### src/rtl/instr_prefetch.sv
// Instruction prefetch front end for the stack-machine core.
// Streams sequential words from a 1-cycle-latency ROM into a small FIFO and
// hands them to the core on a valid/ready handshake, each tagged with its PC.
// A redirect (JMP) flushes the FIFO and any in-flight read, then restarts
// fetching at the target PC.
module instr_prefetch #(
    parameter int DATA_W = 16,
    parameter int ADDR_W = 16,
    parameter int DEPTH  = 4
) (
    input  logic                      clock,
    input  logic                      reset_n,
    output logic [ADDR_W-1:0]         address_rom,
    input  logic [DATA_W-1:0]         q_rom,
    output logic                      word_valid,
    output logic [DATA_W-1:0]         word_data,
    output logic [ADDR_W-1:0]         word_pc,
    input  logic                      word_ready,
    input  logic                      redirect_valid,
    input  logic [ADDR_W-1:0]         redirect_pc,
    output logic [$clog2(DEPTH):0]    fifo_count
);

    localparam int PTR_W = $clog2(DEPTH);
    localparam int CNT_W = PTR_W + 1;

    // Occupancy limit including the in-flight read (one bit wider than count
    // so count + inflight never overflows the comparison).
    localparam logic [CNT_W:0]   OCC_MAX  = (CNT_W+1)'(DEPTH);
    localparam logic [CNT_W-1:0] CNT_FULL = CNT_W'(DEPTH);

    // Fetch side state
    logic [ADDR_W-1:0] fetch_pc;
    logic              inflight;
    logic [ADDR_W-1:0] inflight_pc;
    logic              inflight_epoch;
    logic              epoch;

    // FIFO storage and control
    logic [DATA_W-1:0] data_mem [DEPTH];
    logic [ADDR_W-1:0] pc_mem   [DEPTH];
    logic [PTR_W-1:0]  wr_ptr;
    logic [PTR_W-1:0]  rd_ptr;
    logic [CNT_W-1:0]  count;

    logic [CNT_W:0]    occupancy;
    logic              issue;
    logic              push;
    logic              pop;

    // Issue/capture/pop decisions; redirect overrides all three.
    // Issue counts the in-flight read against capacity and takes no credit
    // for a same-cycle pop, so the FIFO can never be pushed while full.
    always_comb begin
        occupancy = {1'b0, count} + {{CNT_W{1'b0}}, inflight};
        issue     = !redirect_valid && (occupancy < OCC_MAX);
        push      = inflight && (inflight_epoch == epoch) && !redirect_valid;
        pop       = word_valid && word_ready && !redirect_valid;
    end

    // Fetch PC, in-flight tracking and epoch.
    // A redirect clears inflight outright; the epoch tag is a second guard
    // so that a ROM return belonging to the old stream can never be captured.
    always_ff @(posedge clock or negedge reset_n) begin
        if (!reset_n) begin
            fetch_pc       <= '0;
            inflight       <= 1'b0;
            inflight_pc    <= '0;
            inflight_epoch <= 1'b0;
            epoch          <= 1'b0;
        end else if (redirect_valid) begin
            fetch_pc <= redirect_pc;
            inflight <= 1'b0;
            epoch    <= ~epoch;
        end else if (issue) begin
            fetch_pc       <= fetch_pc + ADDR_W'(1);
            inflight       <= 1'b1;
            inflight_pc    <= fetch_pc;
            inflight_epoch <= epoch;
        end else begin
            inflight <= 1'b0;
        end
    end

    // FIFO pointers and occupancy; a redirect empties the FIFO regardless of
    // any push or pop in the same cycle.
    always_ff @(posedge clock or negedge reset_n) begin
        if (!reset_n) begin
            wr_ptr <= '0;
            rd_ptr <= '0;
            count  <= '0;
        end else if (redirect_valid) begin
            wr_ptr <= '0;
            rd_ptr <= '0;
            count  <= '0;
        end else begin
            if (push) begin
                wr_ptr <= wr_ptr + PTR_W'(1);
            end
            if (pop) begin
                rd_ptr <= rd_ptr + PTR_W'(1);
            end
            case ({push, pop})
                2'b10:   count <= count + CNT_W'(1);
                2'b01:   count <= count - CNT_W'(1);
                default: count <= count;
            endcase
        end
    end

    // FIFO storage write; contents need no reset since count gates validity.
    always_ff @(posedge clock) begin
        if (push) begin
            data_mem[wr_ptr] <= q_rom;
            pc_mem[wr_ptr]   <= inflight_pc;
        end
    end

    assign address_rom = fetch_pc;
    assign word_valid  = (count != '0);
    assign word_data   = data_mem[rd_ptr];
    assign word_pc     = pc_mem[rd_ptr];
    assign fifo_count  = count;

    // The issue throttle must make a push into a full FIFO impossible.
    a_no_overflow : assert property (
        @(posedge clock) disable iff (!reset_n)
        !(push && (count == CNT_FULL))
    ) else $error("instr_prefetch: push into full FIFO");

endmodule

### config.mk
export PLATFORM = sky130hd
export DESIGN_NAME = instr_prefetch
export DESIGN_NICKNAME = d
export VERILOG_FILES = /design/src/rtl/instr_prefetch.sv
export SDC_FILE = /design/constraint.sdc
export NUM_CORES = 1
export LEC_CHECK = 0
export ABC_CLOCK_PERIOD_IN_PS = 6900
export BUFFER_PORTS_ARGS = -buffer_cell sky130_fd_sc_hd__buf_2
export CAP_MARGIN = 5
export CORE_ASPECT_RATIO = 1.4
export CORE_MARGIN = 10
export CORE_UTILIZATION = 45
export CTS_CLUSTER_SIZE = 10
export DETAILED_ROUTE_END_ITERATION = 16
export SLEW_MARGIN = 25
export SYNTH_ARGS = -nofsm -noshare
export SYNTH_HDL_FRONTEND = slang
export SYNTH_SLANG_ARGS = --single-unit
### constraint.sdc
create_clock -name clock -period 6.9 [get_ports clock]
set_clock_uncertainty 0.2 [all_clocks]
set_input_delay 0 -clock clock [delete_from_list [all_inputs] [get_ports clock]]
set_output_delay 0 -clock clock [all_outputs]
set_load 0.01 [all_outputs]
==> summary.txt <==
Finish
  – FF/Latch Area: 4900 um2
  – Number of antenna diodes: 0
  – Area occupied by multi-input gates: 1810 um2
  – Share of cells above drive strength 1: 0.355
  – Fillcell total: between 1000 and 1500
  – Cell area after layout: 8420 um2
  – P&R area growth vs syn: 23.8%
  – Final Net Count: 541

Yosys
  – Synth area leader: edfxtp_1
  – Synth top cells by count: 128 x edfxtp_1, 42 x dfrtp_1, 32 x mux4_2, 17 x nand2_1, 12 x xnor2_1
  – Post-synth EDFFs: 128
  – #FFs+latches synth: 170
  – Top-area cell type share of the netlist area: 0.565
  – Mapped Area: 6800 um2
  – Register area share after synthesis: 0.720
  – Main synth FF type: edfxtp_1
  – Syn. warnings: 0
  – Most frequent cell after synthesis: edfxtp_1
  – Library cells used by synthesis: 42
  – Synth async-reset ratio: 0.247
  – Syn Nets: roughly 400
  – Avg Synthesized Cell Area: 18.8 um2
  – Area contributors post-synth: edfxtp_1 57%, dfrtp_1 15%, mux4_2 11%, mux2_4 2.0%, mux2_2 1.7%
  – Post-Syn Instances: 361

CTS
  – H-tree Lvls: 4
  – Clock transition at path regs: 70 ps
  – # clock sinks: 170
  – CTS buffer count: 17
  – CTS Root Cell: clkbuf_16
  – Cts hold-fix bufs: 46
  – Setup bufs post-CTS: 0
  – Deepest clock path buffer count: 2
  – Clk Latency, worst-skew pair: between 400 and 500 ps
  – CTS tree: built
  – Post-cts sizing count: 0

GRT
  – Met3 global-route usage: 0.0367
  – Met2 global-route usage: 0.233
  – Vias in the first global route: 3977
  – Pin count of the biggest net entering global routing: 49
  – GRT Total Usage: 0.135
  – Busiest grt layer: met2
  – Total congestion overflow: 0
  – Initial antenna violation count: 0
  – Global-route wire length before repair: 21200 um
  – GR Layer Usage met1: 0.159

Placed design
  – Final HPWL DP: 8280 um
  – Area of placed instances: 7400 um2
  – Gpl congestion: 0.755
  – I/O Buffers: 87

Floorplanning
  – Die height: 165 um
  – Die X-Extent: 124 um
  – Die ar.: between 20000 and 25000 um2
  – Initial core utilization: 0.456
  – Rows: 53
  – Core Footprint: between 10000 and 15000 um2
  – Total I/O pin count: 88

Detailed routing
  – Initial DRC Count: 178
  – 1st-pass router iterations: 6
  – Via Count: 3664
  – Mean routed wirelength per cell: 18.8 um
  – Post-route DRC violation count: 0
  – Vias per cell: 5.20
  – Final ANT Viol Nets: 0
  – Drt total wl: approximately 13000 um

Setup path
  – Crit end category: primary output
  – Required time worst endpoint: 6700 ps
  – Crit path kind: register to primary output
  – Startpoint types: register
  – Worst-path fanout max: 22
  – Critical path arrival: approximately 2300 ps

STA
  – Slew Limit Fails: 0
  – RSZ-0062 raised after global routing: false
  – Final setup fails: 0
  – Fin Hold WS: 136 ps
  – Period Utilization, post-route: 0.367
  – Setup TNS: 0 ps
  – Final Critical Period: around 2500 ps
  – Fin. Hold Viols: 0
  – F_max: ~390 MHz
  – Tightest Pin Transition: 956 ps
  – Slew headroom: 0.361

Pwr
  – Switching power: 0.882 mW
  – Worst VDD drop: approximately 170 uV
  – Pwr dens: 360 nW/um2
  – Sw frac: 0.291
  – Leak: 3.04 nW
  – Flop pwr share: 0.482
  – Internal: 2.15 mW
  – Combinational group share of total power: 0.235
  – Clock power share: 0.284

Hold path
  – Worst hold path type: primary input to register

Job
  – Max Cap Viol: 0

Status
  – Status: complete, no violations
routing by layer:
| metal | routed length [um] | part of all wire |
|---|---|---|
| met1 | 5260 | 0.40 |
| met2 | 7240 | 0.55 |
| met3 | 634 | 0.048 |
| met4 | 71 | 0.0054 |
| met5 | 0 | 0 |
registers in the layout, summed over array words and instances (netlist names):
| signal | flops |
|---|---|
| address_rom | 16 |
| data_mem | 64 |
| epoch | 1 |
| fifo_count | 3 |
| inflight | 1 |
| inflight_epoch | 1 |
| inflight_pc | 16 |
| pc_mem | 64 |
| rd_ptr | 2 |
| wr_ptr | 2 |
layout make-up:
type / instances / area share
clock buffers: 19 / 0.0514
well taps: 192 / 0.0285
flip-flops and latches: 170 / 0.582
clock inverters: 13 / 0.0132
multi-input cells: 172 / 0.215
inverters: 3 / 0.00134
repair buffers: 135 / 0.109
final timing paths:
check / from / end / slack (ps) / cells past startpoint
setup / recovery: rd_ptr[0]$_DFFE_PN0P_ / word_pc[15] / 4370 / 3
hold / removal: q_rom[11] / data_mem[3][11]$_DFFE_PP_ / 140 / 2
setup reg to reg: epoch$_DFFE_PN0P_ / data_mem[2][6]$_DFFE_PP_ / 4420 / 4
hold reg to reg: epoch$_DFFE_PN0P_ / epoch$_DFFE_PN0P_ / 310 / 1
max in group asynchronous: reset_n / rd_ptr[0]$_DFFE_PN0P_ / 5640 / 3
min in group asynchronous: reset_n / address_rom[9]$_DFFE_PN0P_ / 460 / 3
power groups by stage:
stage	Clock [mW]	Combinational (mW)	Sequential [mW]
global placement	0	0.700	1.47
floorplan	0	0.511	1.41
detailed placement	0	0.707	1.48
global route	0.919	0.775	1.49
finish	0.859	0.710	1.46
CTS	0.882	0.731	1.46
metrics by stage:
step | setup slack (ps) | instances | total power, mW | utilization
after floorplan | 4530 | 361 | 1.92 | -
after global placement | 4470 | 625 | 2.17 | 0.496
after detailed placement | 4380 | 625 | 2.19 | 0.496
after CTS | 4260 | 703 | 3.07 | 0.564
after global routing | 4180 | 704 | 3.18 | 0.564
final | 4370 | 704 | 3.03 | 0.564
worst max-delay path: stages (launching register included):
cell and delay [ps]:
dfrtp_2 640, buf_4 500, mux4_2 610, buf_2 170
kinds of logic (layout without fill, tap and decap cells):
group	after synthesis	in the layout	synth area share
xor+xnor	17	17	0.0219
simple gates	72	72	0.0611
flops	170	170	0.720
compound gates	21	21	0.0208
buf+inv	19	170	0.0145
fa+ha+maj	6	6	0.0121
mux	56	56	0.150
cells in the final DEF (no fill, tap or decap), types with 6 or more instances in the layout:
master / count
mux2_2: 10
edfxtp_1: 128
nor4_1: 8
o21ai_0: 10
clkbuf_16: 17
nor2_1: 10
dlygate4sd3_1: 47
xnor2_1: 12
mux2_4: 9
nand3_1: 7
dfrtp_1: 40
mux4_2: 32
clkinv_4: 6
nand2_1: 17
buf_2: 86
Power figures use the tool's default switching activity.
